$ cat config.mk
export PLATFORM = sky130hd
export DESIGN_NAME = tt_prog_loader
export DESIGN_NICKNAME = d
export VERILOG_FILES = /design/src/rtl/tt_loader_pkg.sv /design/src/rtl/tt_byte_packer.sv /design/src/rtl/tt_prog_loader.sv
export SDC_FILE = /design/constraint.sdc
export NUM_CORES = 1
export LEC_CHECK = 0
export CORE_UTILIZATION = 45
export CTS_BUF_LIST = sky130_fd_sc_hd__clkbuf_4 sky130_fd_sc_hd__clkbuf_8
export DETAILED_ROUTE_END_ITERATION = 6
export PLACE_DENSITY = 0.71
export SLEW_MARGIN = 20
export SYNTH_ARGS = -nofsm -noshare
export SYNTH_HDL_FRONTEND = slang
export SYNTH_SLANG_ARGS = --single-unit
$ cat constraint.sdc
create_clock -name clk -period 2.9 [get_ports clk]
set_input_delay 0.58 -clock clk [delete_from_list [all_inputs] [get_ports clk]]
set_output_delay 0.58 -clock clk [all_outputs]
set_load 0.005 [all_outputs]
$ cat src/rtl/tt_loader_pkg.sv
// Shared types and helpers for the byte-serial program loader.
// Latency: n/a (types and constants only).
// Backpressure: n/a.
package tt_loader_pkg;

    // Width of the running modular checksum.
    localparam int CSUM_W = 8;

    typedef enum logic [2:0] {
        IDLE  = 3'd0,
        LOAD  = 3'd1,
        CHECK = 3'd2,
        RUN   = 3'd3,
        ERROR = 3'd4
    } state_t;

    // Bytes per instruction word.
    function automatic int bpw(input int data_w);
        return data_w / 8;
    endfunction

endpackage

$ cat src/rtl/tt_byte_packer.sv
// Packs accepted bytes big-endian into DATA_W-bit words; word_vld pulses after the last byte.
// Latency: word_vld/word_dat valid the cycle after the BPW-th byte; held until word_ack.
// Backpressure: none internally; the caller must not push bytes while word_vld is pending.
// Ports: clk/rst_n/ena, clr (drop partial word), byte_vld/byte_dat in, word_ack in, word_vld/word_dat out.
module tt_byte_packer
    import tt_loader_pkg::*;
#(
    parameter int DATA_W = 16
) (
    input  logic              clk,
    input  logic              rst_n,
    input  logic              ena,
    input  logic              clr,
    input  logic              byte_vld,
    input  logic [7:0]        byte_dat,
    input  logic              word_ack,
    output logic              word_vld,
    output logic [DATA_W-1:0] word_dat
);

    localparam int BPW   = bpw(DATA_W);
    localparam int CNT_W = (BPW > 1) ? $clog2(BPW) : 1;
    localparam logic [CNT_W-1:0] LAST = CNT_W'(BPW - 1);

    logic [CNT_W-1:0]  cnt;
    logic [DATA_W-1:0] shift_nxt;

    // Shift left so the first byte of a word ends up in the top byte lane.
    generate
        if (DATA_W == 8) begin : g_one_byte
            assign shift_nxt = byte_dat;
        end else begin : g_multi_byte
            assign shift_nxt = {word_dat[DATA_W-9:0], byte_dat};
        end
    endgenerate

    always_ff @(posedge clk or negedge rst_n) begin
        if (!rst_n) begin
            cnt      <= '0;
            word_dat <= '0;
            word_vld <= 1'b0;
        end else if (ena) begin
            if (clr) begin
                cnt      <= '0;
                word_dat <= '0;
                word_vld <= 1'b0;
            end else begin
                if (word_ack) begin
                    word_vld <= 1'b0;
                end
                if (byte_vld) begin
                    word_dat <= shift_nxt;
                    if (cnt == LAST) begin
                        cnt      <= '0;
                        word_vld <= 1'b1;
                    end else begin
                        cnt <= cnt + CNT_W'(1);
                    end
                end
            end
        end
    end

endmodule

$ cat src/rtl/tt_prog_loader.sv
// Byte-serial program loader: packs a byte stream into instruction words, verifies a checksum, releases the core.
// Latency: one mem_we cycle after each word's last byte; done/cpu_rst_n rise the cycle after the check byte.
// Backpressure: byte_ready drops while a packed word awaits its write, outside LOAD/CHECK, and when ena=0.
// Ports: start/len command, byte_in/byte_valid/byte_ready stream, mem_we/mem_addr/mem_wdata memory port,
//        cpu_rst_n/busy/done/err status (registered), sum_q debug checksum.
module tt_prog_loader
    import tt_loader_pkg::*;
#(
    parameter int DATA_W = 16,
    parameter int ADDR_W = 8,
    parameter int DEPTH  = 256
) (
    input  logic              clk,
    input  logic              rst_n,
    input  logic              ena,
    input  logic              start,
    input  logic [ADDR_W:0]   len,
    input  logic [7:0]        byte_in,
    input  logic              byte_valid,
    output logic              byte_ready,
    output logic              mem_we,
    output logic [ADDR_W-1:0] mem_addr,
    output logic [DATA_W-1:0] mem_wdata,
    output logic              cpu_rst_n,
    output logic              busy,
    output logic              done,
    output logic              err,
    output logic [CSUM_W-1:0] sum_q
);

    localparam logic [ADDR_W:0] DEPTH_L = (ADDR_W+1)'(DEPTH);
    localparam logic [ADDR_W:0] ONE_L   = (ADDR_W+1)'(1);

    state_t            state;
    logic [ADDR_W:0]   len_q;
    logic              word_vld;
    logic [DATA_W-1:0] word_dat;
    logic              byte_acc;
    logic              pack_clr;
    logic              last_word;
    logic              len_bad;
    logic [CSUM_W-1:0] sum_nxt;

    // {busy, done, err, cpu_rst_n} for the state being entered, so all four
    // registered outputs switch together with the state register.
    function automatic logic [3:0] outs(input state_t s);
        case (s)
            LOAD, CHECK: outs = 4'b1000;
            RUN:         outs = 4'b0101;
            ERROR:       outs = 4'b0010;
            default:     outs = 4'b0000;
        endcase
    endfunction

    // Holding off bytes while a word is pending keeps the check byte from
    // being consumed as data in the cycle the final word is written.
    assign byte_ready = ena & (((state == LOAD) & ~word_vld) | (state == CHECK));
    // start has priority: a byte presented alongside it is dropped.
    assign byte_acc   = byte_valid & byte_ready & ~start;
    assign pack_clr   = ena & start;
    assign mem_we     = ena & (state == LOAD) & word_vld;
    assign mem_wdata  = word_dat;
    assign last_word  = ({1'b0, mem_addr} == (len_q - ONE_L));
    assign len_bad    = (len == '0) || (len > DEPTH_L);
    assign sum_nxt    = sum_q + byte_in;

    tt_byte_packer #(
        .DATA_W (DATA_W)
    ) u_packer (
        .clk      (clk),
        .rst_n    (rst_n),
        .ena      (ena),
        .clr      (pack_clr),
        .byte_vld (byte_acc & (state == LOAD)),
        .byte_dat (byte_in),
        .word_ack (mem_we),
        .word_vld (word_vld),
        .word_dat (word_dat)
    );

    always_ff @(posedge clk or negedge rst_n) begin
        if (!rst_n) begin
            state                       <= IDLE;
            len_q                       <= '0;
            mem_addr                    <= '0;
            sum_q                       <= '0;
            {busy, done, err, cpu_rst_n} <= 4'b0000;
        end else if (ena) begin
            if (start) begin
                // Valid from every state: restarts an in-flight load or a running core.
                len_q    <= len;
                mem_addr <= '0;
                sum_q    <= '0;
                if (len_bad) begin
                    state                       <= ERROR;
                    {busy, done, err, cpu_rst_n} <= outs(ERROR);
                end else begin
                    state                       <= LOAD;
                    {busy, done, err, cpu_rst_n} <= outs(LOAD);
                end
            end else begin
                case (state)
                    LOAD: begin
                        if (byte_acc) begin
                            sum_q <= sum_nxt;
                        end
                        if (mem_we) begin
                            // The last address is not advanced so a full-depth load never wraps.
                            if (last_word) begin
                                state                       <= CHECK;
                                {busy, done, err, cpu_rst_n} <= outs(CHECK);
                            end else begin
                                mem_addr <= mem_addr + ADDR_W'(1);
                            end
                        end
                    end
                    CHECK: begin
                        if (byte_acc) begin
                            sum_q <= sum_nxt;
                            if (sum_nxt == '0) begin
                                state                       <= RUN;
                                {busy, done, err, cpu_rst_n} <= outs(RUN);
                            end else begin
                                state                       <= ERROR;
                                {busy, done, err, cpu_rst_n} <= outs(ERROR);
                            end
                        end
                    end
                    default: begin
                    end
                endcase
            end
        end
    end

endmodule

* Word level (Yosys, flattened, before mapping) *
Index checks and enable logic that the tools add are counted.

word-level totals
  logic and storage cells = 88
  output and inout port bits = 38
  bits of input ports = 22
  flip-flop bits (word level) = 49

cells by class
  reductions and logical operators = 15
  bitwise operators = 11
  equality and inequality tests = 7
  order comparisons = 1
  $add $sub $neg = 4
  mux-type cells = 40

operators with widths
  kind                 count
  $mux 8               7
  $mux 16              2
  $mux 1               21
  $mux 3               6
  $reduce_bool 2->1    5
  $eq 8x9->1           1
  $gt 9x9->1 const B   1
  $logic_not 9->1      1
  $ne 3x3->1 const B   3
  $sub 9x1->9 const B  1
  $add 8x1->8 const B  1
  $add 8x8->8          1
  $and 1x1->1          8
  $logic_not 8->1      1
  $pmux 1 s2           3
  $pmux 3 s2           1
  $reduce_and 5->1     1
  $reduce_and 2->1     2
  $reduce_and 4->1     1
  $eq 3x1->1 const B   1
  $eq 3x2->1 const B   1
  $reduce_and 3->1     1
  $reduce_bool 3->1    1
  $ne 2x2->1 const B   1
  other kinds (5)      6

* Longest topological paths before layout *
Gate-level depths: netlist of the first run.

  depth in word-level cells = 9
  depth in mapped cells = 11

* By module *
A second synthesis of the first run with hierarchy kept.

unflattened totals
  cell total of the unflattened synthesis = 304
  area, all modules = 3044.2 sq um

modules (own cells, without submodules)
  module          cells an instance  area an instance (sq um)  seq. area each (sq um)  instances
  tt_prog_loader  222                2108.3                    750.7                   1
  tt_byte_packer  82                 935.9                     450.4                   1

* Worst setup path after synthesis of the first run *
Ideal clock, no wire load.

  kind = in2reg
  start = in byte_in[0]
  end = reg state[0]
  stages = 9
  library setup time = 0.125 ns
  path slack = 0.428 ns
  arrival time = 2.348 ns
  cell sequence = ha_1 -> fa_1 -> a211oi_1 -> o21bai_1 -> a21oi_1 -> xnor2_1 -> nand4bb_1 -> o31ai_1 -> mux2_2

between the ends
  word-level cells in the longest chain between the ends = 6

RTL lines
  what                  RTL line               source
  from (decl)           tt_prog_loader.sv:18   input logic [7:0] byte_in,
  $add 8x8->8           tt_prog_loader.sv:65   assign sum_nxt = sum_q + byte_in;
  $logic_not 8->1       tt_prog_loader.sv:120  if (sum_nxt == '0) begin
  $mux 3                tt_prog_loader.sv:120
  $mux 3                tt_prog_loader.sv:118  if (byte_acc) begin
  $pmux 3 s2            tt_prog_loader.sv:102  case (state)
  $mux 3                tt_prog_loader.sv:89   if (start) begin
  to (signal assigned)  tt_prog_loader.sv:95   state <= ERROR;
  to (signal assigned)  tt_prog_loader.sv:121  state <= RUN;
  to (signal assigned)  tt_prog_loader.sv:124  state <= ERROR;
  to (decl)             tt_prog_loader.sv:34   state_t state;

No other way between the ends. The select of a mux whose other input is x is not followed.
A chain may end at the register's enable or synchronous reset.

* Worst setup path in the final report of the first run *
Same ends and word-level chain as after synthesis.

==> key figures, run 1 <==
Status
  • Status: complete, no violations

Timing
  • Clock Skews: 6.334 ps
  • Final Hold Viols: 0
  • Min Hold Slack: 208.4 ps
  • Worst-Margin Slew: 602.6 ps
  • Final Max Slew Viols: 0
  • RSZ-0062 raised after global routing: false
  • Min Clock Period, post-route: 2803 ps
  • Final setup violation count: 0
  • Slew HR: 0.5956
  • Final period utilization: 0.9665
  • Fmax: 356.8 MHz

Yosys
  • Top_reg_cell synth: dfrtp_1
  • Post-synth top area cell: dfrtp_1
  • Synth Instances: 310
  • Yosys warnings: 0
  • Synth area leaders: dfrtp_1 43%, nand2_1 9.1%, a21oi_1 5.1%
  • Most numerous cell in the Yosys netlist: nand2_1
  • Syn_nets: 342
  • Yosys top cell area share: 0.4330
  • Register area share after synthesis: 0.4330
  • Synth Register Bits: 48
  • Commonest cells in the synthesized netlist: 67 x nand2_1, 48 x dfrtp_1, 28 x a21oi_1
  • Synth Cell Area: 2774 µm²
  • Async S/R FF share, synth: 1.000
  • EDFF count, synth: 0
  • Yosys cell types: 53
  • Syn Area/Cell: 8.948 µm²

Clock network
  • Clk buf depth: 2
  • Reg clk slew, reported paths: 90 ps
  • Clk sinks: 48
  • Clock root cell: clkbuf_8
  • Clk Latency, worst-skew pair: 310 ps
  • Htree depth: 2
  • Inserted Clock Buffers: 5
  • CTS tree: yes

Final layout
  • Design Area, Final: 3649 µm²
  • Multi-input gate area in the final layout: 1510 µm²
  • Layout area overhead: 31.53%
  • Share of cells above drive strength 1: 0.1088
  • Final Non-Filler Cells: 452
  • Final-layout fill cell count: 540
  • Fin nets: 408
  • FF+latch area: 1201 µm²
  • Finished Core Util: 0.6162
  • Antenna diodes: 0

Power and ir drop
  • Maximum vdd drop: 0.2338 mV
  • Power Density: 459.8 nW/µm²
  • Total power: 1.678 mW
  • Leak: 1.542 nW

Setup path
  • Worst Path Buf+Inv: 1
  • Worst EP required: 3150 ps
  • Cell family with most CP delay: simple AND/OR/NAND/NOR gates
  • Crit path kind: in -> reg
  • Cell at the slowest stage of the critical path: or4_4
  • Max incr delay on CP: 540 ps
  • Worst-path fanout max: 4
  • Crit path DAT: 3050 ps
  • Critical Path End Type: register
  • Cell breakdown of the critical path: clkdlybuf4s50_1, ha_2, fa_2, or4_4, nor3_2, nand4bb_1, o31ai_2, mux2_2
  • Critical Path Start Type: input pin

Global route
  • Met2 track demand over resource: 0.3500
  • Largest net degree at the start of global routing: 34
  • Total track usage: 0.2224
  • Gr busiest metal: met2
  • Grt ovf: 0
  • GR Layer Usage met1: 0.3085
  • First-pass GRT wire length: 11.00 mm
  • Met3 Resource Use GR: 0.04205
  • Vias in the first global route: 2284
  • Initial antenna violation count: 0

Floorplan
  • Die Area: 6482 µm²
  • Die height: 80.51 µm
  • Initial Util: 0.4685
  • I/O Pins: 60
  • Die W: 80.51 µm
  • Rows: 28
  • Core box area: 5921 µm²

Placement
  • Post-place instance area: 3478 µm²
  • Final GP Congestion: 0.9213
  • DPL Wire Length: 4.838 mm
  • Placed insts: 442
  • I/O Buffers: 59

Detailed routing
  • WL final: 6.815 mm
  • Via count: 2465
  • Drt wl/cell: 15.08 µm
  • Via density: 5.454
  • Drt drc: 0
  • Drt first-iter violations: 166
  • DR pass1 iterations: 4
  • DRT antenna net count: 0

Job
  • Max Cap Viol: 0

Min path
  • HP Class: in -> async
==> through the flow <==
stage,TNS (ps),worst slack (ps)
after CTS,0,71.78
after global routing,0,2.834
final,0,97.04
after detailed placement,-651.1,-256.1
after floorplan,0,427.6
after global placement,-312.0,-158.7
==> logic make-up (layout without fill, tap and decap cells) <==
group                      count (synthesis)  count (layout)  synth area share
and+or+nand+nor                          126             126            0.2179
AOI/OAI and AO/OA                         75              75            0.1687
DFF                                       48              48            0.4330
buffers and inverters                     24              91           0.03699
xor gates and xnor gates                  18              18           0.06180
adders and majority gates                 11              11           0.05142
muxes                                      8               8           0.03022
==> cells in the final DEF (no fill, tap or decap), types with 2 or more instances in the layout <==
| master | synthesis | routed |
|---|---|---|
| nand2_1 | 67 | 67 |
| clkdlybuf4s50_1 | 0 | 58 |
| dfrtp_1 | 48 | 48 |
| a21oi_1 | 28 | 28 |
| o21ai_0 | 17 | 17 |
| buf_4 | 1 | 14 |
| nor2_1 | 12 | 12 |
| inv_1 | 10 | 10 |
| xnor2_1 | 9 | 9 |
| nand2b_1 | 8 | 8 |
| xor2_1 | 8 | 8 |
| ha_1 | 9 | 7 |
| nor3_1 | 7 | 6 |
| a22o_1 | 6 | 6 |
| or3_1 | 5 | 5 |
| mux2i_1 | 5 | 5 |
| o22ai_1 | 5 | 5 |
| clkbuf_8 | 0 | 5 |
| nand3_1 | 4 | 4 |
| nor2b_1 | 3 | 3 |
| or4_1 | 4 | 3 |
| mux2_2 | 3 | 3 |
| nor3b_1 | 2 | 2 |
| and2_1 | 2 | 2 |
| or2_2 | 2 | 2 |
| a32oi_1 | 2 | 2 |
| a211oi_2 | 0 | 2 |
| o21bai_1 | 2 | 2 |
| nor4_1 | 2 | 2 |
| ha_2 | 0 | 2 |
==> repair_timing <==
item,in CTS,in global routing
setup buffers,0,2
hold endpoints to repair,0,0
endpoints found under the setup margin,0,11
hold buffers,0,0
resized for setup,0,10
==> power breakdown <==
part	internal [mW]	switching [mW]	total [mW]	leakage, nW
sequential	0.709	0.0529	0.762	0.647
clock	0.260	0.246	0.506	0.0548
combinational	0.212	0.197	0.409	0.840
==> layout make-up <==
cell class / count / area share
clock buffers: 5 / 0.01886
clock inverters: 3 / 0.01269
inverters: 10 / 0.01029
multi-input cells: 238 / 0.4139
flip-flops and latches: 48 / 0.3292
well taps: 75 / 0.02572
repair buffers: 73 / 0.1893
==> worst register-to-register path, cell delays in order, from the launching register on <==
cell and delay, ps:
dfrtp_1 440, or4_1 540, or3_1 330, and3b_1 200
o2111ai_2 250, o21ai_4 150, or4_1 520, a21oi_1 150
==> per-layer routing <==
layer,wire length [µm],part of all wire
met1,3378,0.50
met3,249,0.037
met5,0,0
met2,3127,0.46
met4,60,0.0088
==> final timing paths <==
check	from	endpoint	slack, ps	cells after the start
setup / recovery	byte_in[0]	state[0]	100	8
hold / removal	rst_n	u_packer.word_dat[11]	210	1
setup reg to reg	len_q[1]	mem_addr[5]	260	7
hold reg to reg	busy	busy	510	1
max in group asynchronous	rst_n	u_packer.word_dat[5]	1950	2
min in group clk	busy	busy	510	1
==> registers in the layout (all words and copies together) (netlist names) <==
register and count:
busy 1, done 1, err 1, len_q 9
mem_addr 8, state 2, sum_q 8, u_packer.cnt 1
u_packer.word_dat 16, u_packer.word_vld 1
(Power assumes the default switching activity.)
==> run 2, diff against run 1 <==
--- a/config.mk
+++ b/config.mk
@@ -5,10 +5,10 @@
 export SDC_FILE = /design/constraint.sdc
 export NUM_CORES = 1
 export LEC_CHECK = 0
-export CORE_UTILIZATION = 45
+export CORE_UTILIZATION = 40
 export CTS_BUF_LIST = sky130_fd_sc_hd__clkbuf_4 sky130_fd_sc_hd__clkbuf_8
 export DETAILED_ROUTE_END_ITERATION = 6
-export PLACE_DENSITY = 0.71
+export PLACE_DENSITY = 0.64
 export SLEW_MARGIN = 20
 export SYNTH_ARGS = -nofsm -noshare
 export SYNTH_HDL_FRONTEND = slang
==> run 2 against run 1 <==
Combinational power decreased by 3%. Highest routed layer unchanged. Critical path depth unchanged. Fmax increased by 0.49%. Cell area decreased by 0.45%. Sequential cell count unchanged. Via count decreased by 1.2%.
==> key figures, run 2 (synthesis gave the netlist of run 1 again) <==
Timing
  • Fin worst setup slack: 110.6 ps (was 97.04 ps)
  • Final Hold Viols: 0 (unchanged)
  • Final setup violation count: 0 (unchanged)
  • Fmax: 358.5 MHz (was 356.8 MHz)
  • Final Max Slew Viols: 0 (unchanged)
  • Worst-Margin Slew: 626.1 ps (was 602.6 ps)
  • Min Clock Period, post-route: 2789 ps (was 2803 ps)
  • Final period utilization: 0.9619 (was 0.9665)
  • Slew HR: 0.5826 (was 0.5956)
  • RSZ-0062 raised after global routing: true (was false)
  • Clock Skews: 10.17 ps (was 6.334 ps)

Setup path
  • Worst EP required: 3150 ps (about the same)
  • Cell at the slowest stage of the critical path: or4_4 (unchanged)
  • Cell breakdown of the critical path: clkdlybuf4s50_1, ha_2, fa_2, or4_4, nor3_2, nand4bb_1, o31ai_1, mux2_2 (was clkdlybuf4s50_1, ha_2, fa_2, or4_4, nor3_2, nand4bb_1, o31ai_2, mux2_2)
  • Critical Path Start Type: input pin (unchanged)
  • Critical Path End Type: register (unchanged)
  • Crit path kind: in -> reg (unchanged)
  • Crit path DAT: 3040 ps (was 3050 ps)
  • Worst-path fanout max: 4 (unchanged)
  • Max incr delay on CP: 540 ps (about the same)
  • Cell family with most CP delay: simple AND/OR/NAND/NOR gates (unchanged)
  • Worst Path Buf+Inv: 1 (unchanged)

Global route
  • Initial antenna violation count: 0 (unchanged)
  • First-pass GRT wire length: 11.25 mm (was 11.00 mm)
  • Vias in the first global route: 2296 (was 2284)
  • Largest net degree at the start of global routing: 34 (unchanged)
  • Total track usage: 0.1964 (was 0.2224)
  • Grt ovf: 0 (unchanged)

Clock network
  • Htree depth: 2 (unchanged)
  • Reg clk slew, reported paths: 100 ps (was 90 ps)
  • Clock root cell: clkbuf_8 (unchanged)
  • Clk Latency, worst-skew pair: 310 ps (about the same)
  • CTS tree: yes (unchanged)
  • Clk buf depth: 2 (unchanged)
  • Inserted Clock Buffers: 5 (unchanged)
  • Clk sinks: 48 (unchanged)
  • Post-CTS Setup Bufs: 0 (unchanged)

Power and ir drop
  • Maximum vdd drop: 0.2056 mV (was 0.2338 mV)
  • Power Density: 458.3 nW/µm² (was 459.8 nW/µm²)
  • Leak: 1.538 nW (was 1.542 nW)

Final layout
  • Most frequent cells in the layout: 67 x nand2_1, 58 x clkdlybuf4s50_1, 48 x dfrtp_1 (unchanged)
  • Commonest non-fill, non-tap cell in the layout: nand2_1 (unchanged)
  • Antenna diodes: 0 (unchanged)
  • Finished Core Util: 0.5561 (was 0.6162)
  • Top reg by flops: u_packer.word_dat (unchanged)
  • Max FFs per register: 16 (unchanged)
  • Layout area overhead: 30.94% (was 31.53%)
  • Share of cells above drive strength 1: 0.1034 (was 0.1088)
  • Largest registers: u_packer.word_dat (16), len_q (9) (unchanged)
  • Fin nets: 408 (unchanged)

Status
  • Status: complete, no violations (unchanged)

Detailed routing
  • DR pass1 iterations: 4 (unchanged)
  • WL final: 6.634 mm (was 6.815 mm)
  • Via count: 2435 (was 2465)
  • Drt first-iter violations: 125 (was 166)
  • Via density: 5.363 (was 5.454)
  • DRT antenna net count: 0 (unchanged)
  • Drt drc: 0 (unchanged)
  • Drt wl/cell: 14.61 µm (was 15.08 µm)

Floorplan
  • Die W: 85.28 µm (was 80.51 µm)
  • Die Area: 7272 µm² (was 6482 µm²)
  • Die height: 85.28 µm (was 80.51 µm)
  • Initial Util: 0.4247 (was 0.4685)
  • Rows: 29 (was 28)
  • Core box area: 6531 µm² (was 5921 µm²)
  • I/O Pins: 60 (unchanged)

Min path
  • HP Class: in -> async (unchanged)

Placement
  • Post-Place Worst Slack: -212.3 ps (was -256.1 ps)
  • I/O Buffers: 59 (unchanged)
  • DPL Wire Length: 4.915 mm (was 4.838 mm)
  • Final GP Congestion: 0.9128 (was 0.9213)

Job
  • Max Cap Viol: 0 (unchanged)
[run 2: cell counts in the layout (fill, tap and decap cells not counted)]
No cell type changed its count.
[run 2: path summary, 6_finish.rpt]
check | startpoint | to | slack (ps) | depth (start not counted)
worst max-delay path | byte_in[0] | state[0] | 110 | 8
worst min-delay path | rst_n | sum_q[0] | 280 | 1
worst max register to register | len_q[1] | mem_addr[1] | 210 | 9
worst min register to register | busy | busy | 520 | 1
max in group asynchronous | rst_n | mem_addr[2] | 2010 | 2
min in group clk | busy | busy | 520 | 1
[run 2: power by group]
group | switching, mW | internal, mW
logic | 0.189 | 0.208
clock network | 0.247 | 0.260
registers | 0.0509 | 0.710
total | 0.487 | 1.18
[run 2: worst register-to-register path: cells and delay by family, from the launching register on]
family          cells  cell delay (ps)
simple gates        1              160
flops               1              440
buf+inv             1              100
compound gates      5             1360
mux                 1              240
fa+ha+maj           1              290
[run 2: routing by layer]
metal	wire length, µm	track usage	vias up
li1	-	-	1222
met2	3026	0.2947	42
met5	0	0	-
met4	70	0.05909	0
met1	3360	0.2973	1165
met3	177	0.02335	6
[run 2: area by class of cell]
| cell class | count | area [µm²] |
|---|---|---|
| clock buffer | 5 | 68.82 |
| clock inverter | 3 | 46.29 |
| fill | 607 | 2899 |
| inverter | 10 | 37.54 |
| multi-input combinational | 238 | 1491 |
| sequential | 48 | 1201 |
| tap | 77 | 96.34 |
| timing repair buffer | 73 | 690.7 |
[run 2: timing repair]
item	in CTS	in global routing
hold endpoints to repair	0	0
hold buffers	0	0
gates resized for setup	0	6
endpoints found under the setup margin	0	7
[run 2: stage by stage]
| step | total power [mW] | instance area [µm²] | TNS, ps | hold WS [ps] | std cells |
|---|---|---|---|---|---|
| CTS | 1.671 | 3611 | 0 | 302.5 | 454 |
| finish | 1.665 | 3632 | 0 | 279.3 | 454 |
| floorplan | 0.9836 | 2774 | 0 | 284.4 | 310 |
| detailed placement | 1.162 | 3496 | -475.0 | 496.7 | 446 |
| global placement | 1.160 | 3496 | -365.4 | 497.2 | 446 |
| global route | 1.760 | 3632 | -30.65 | 327.6 | 454 |
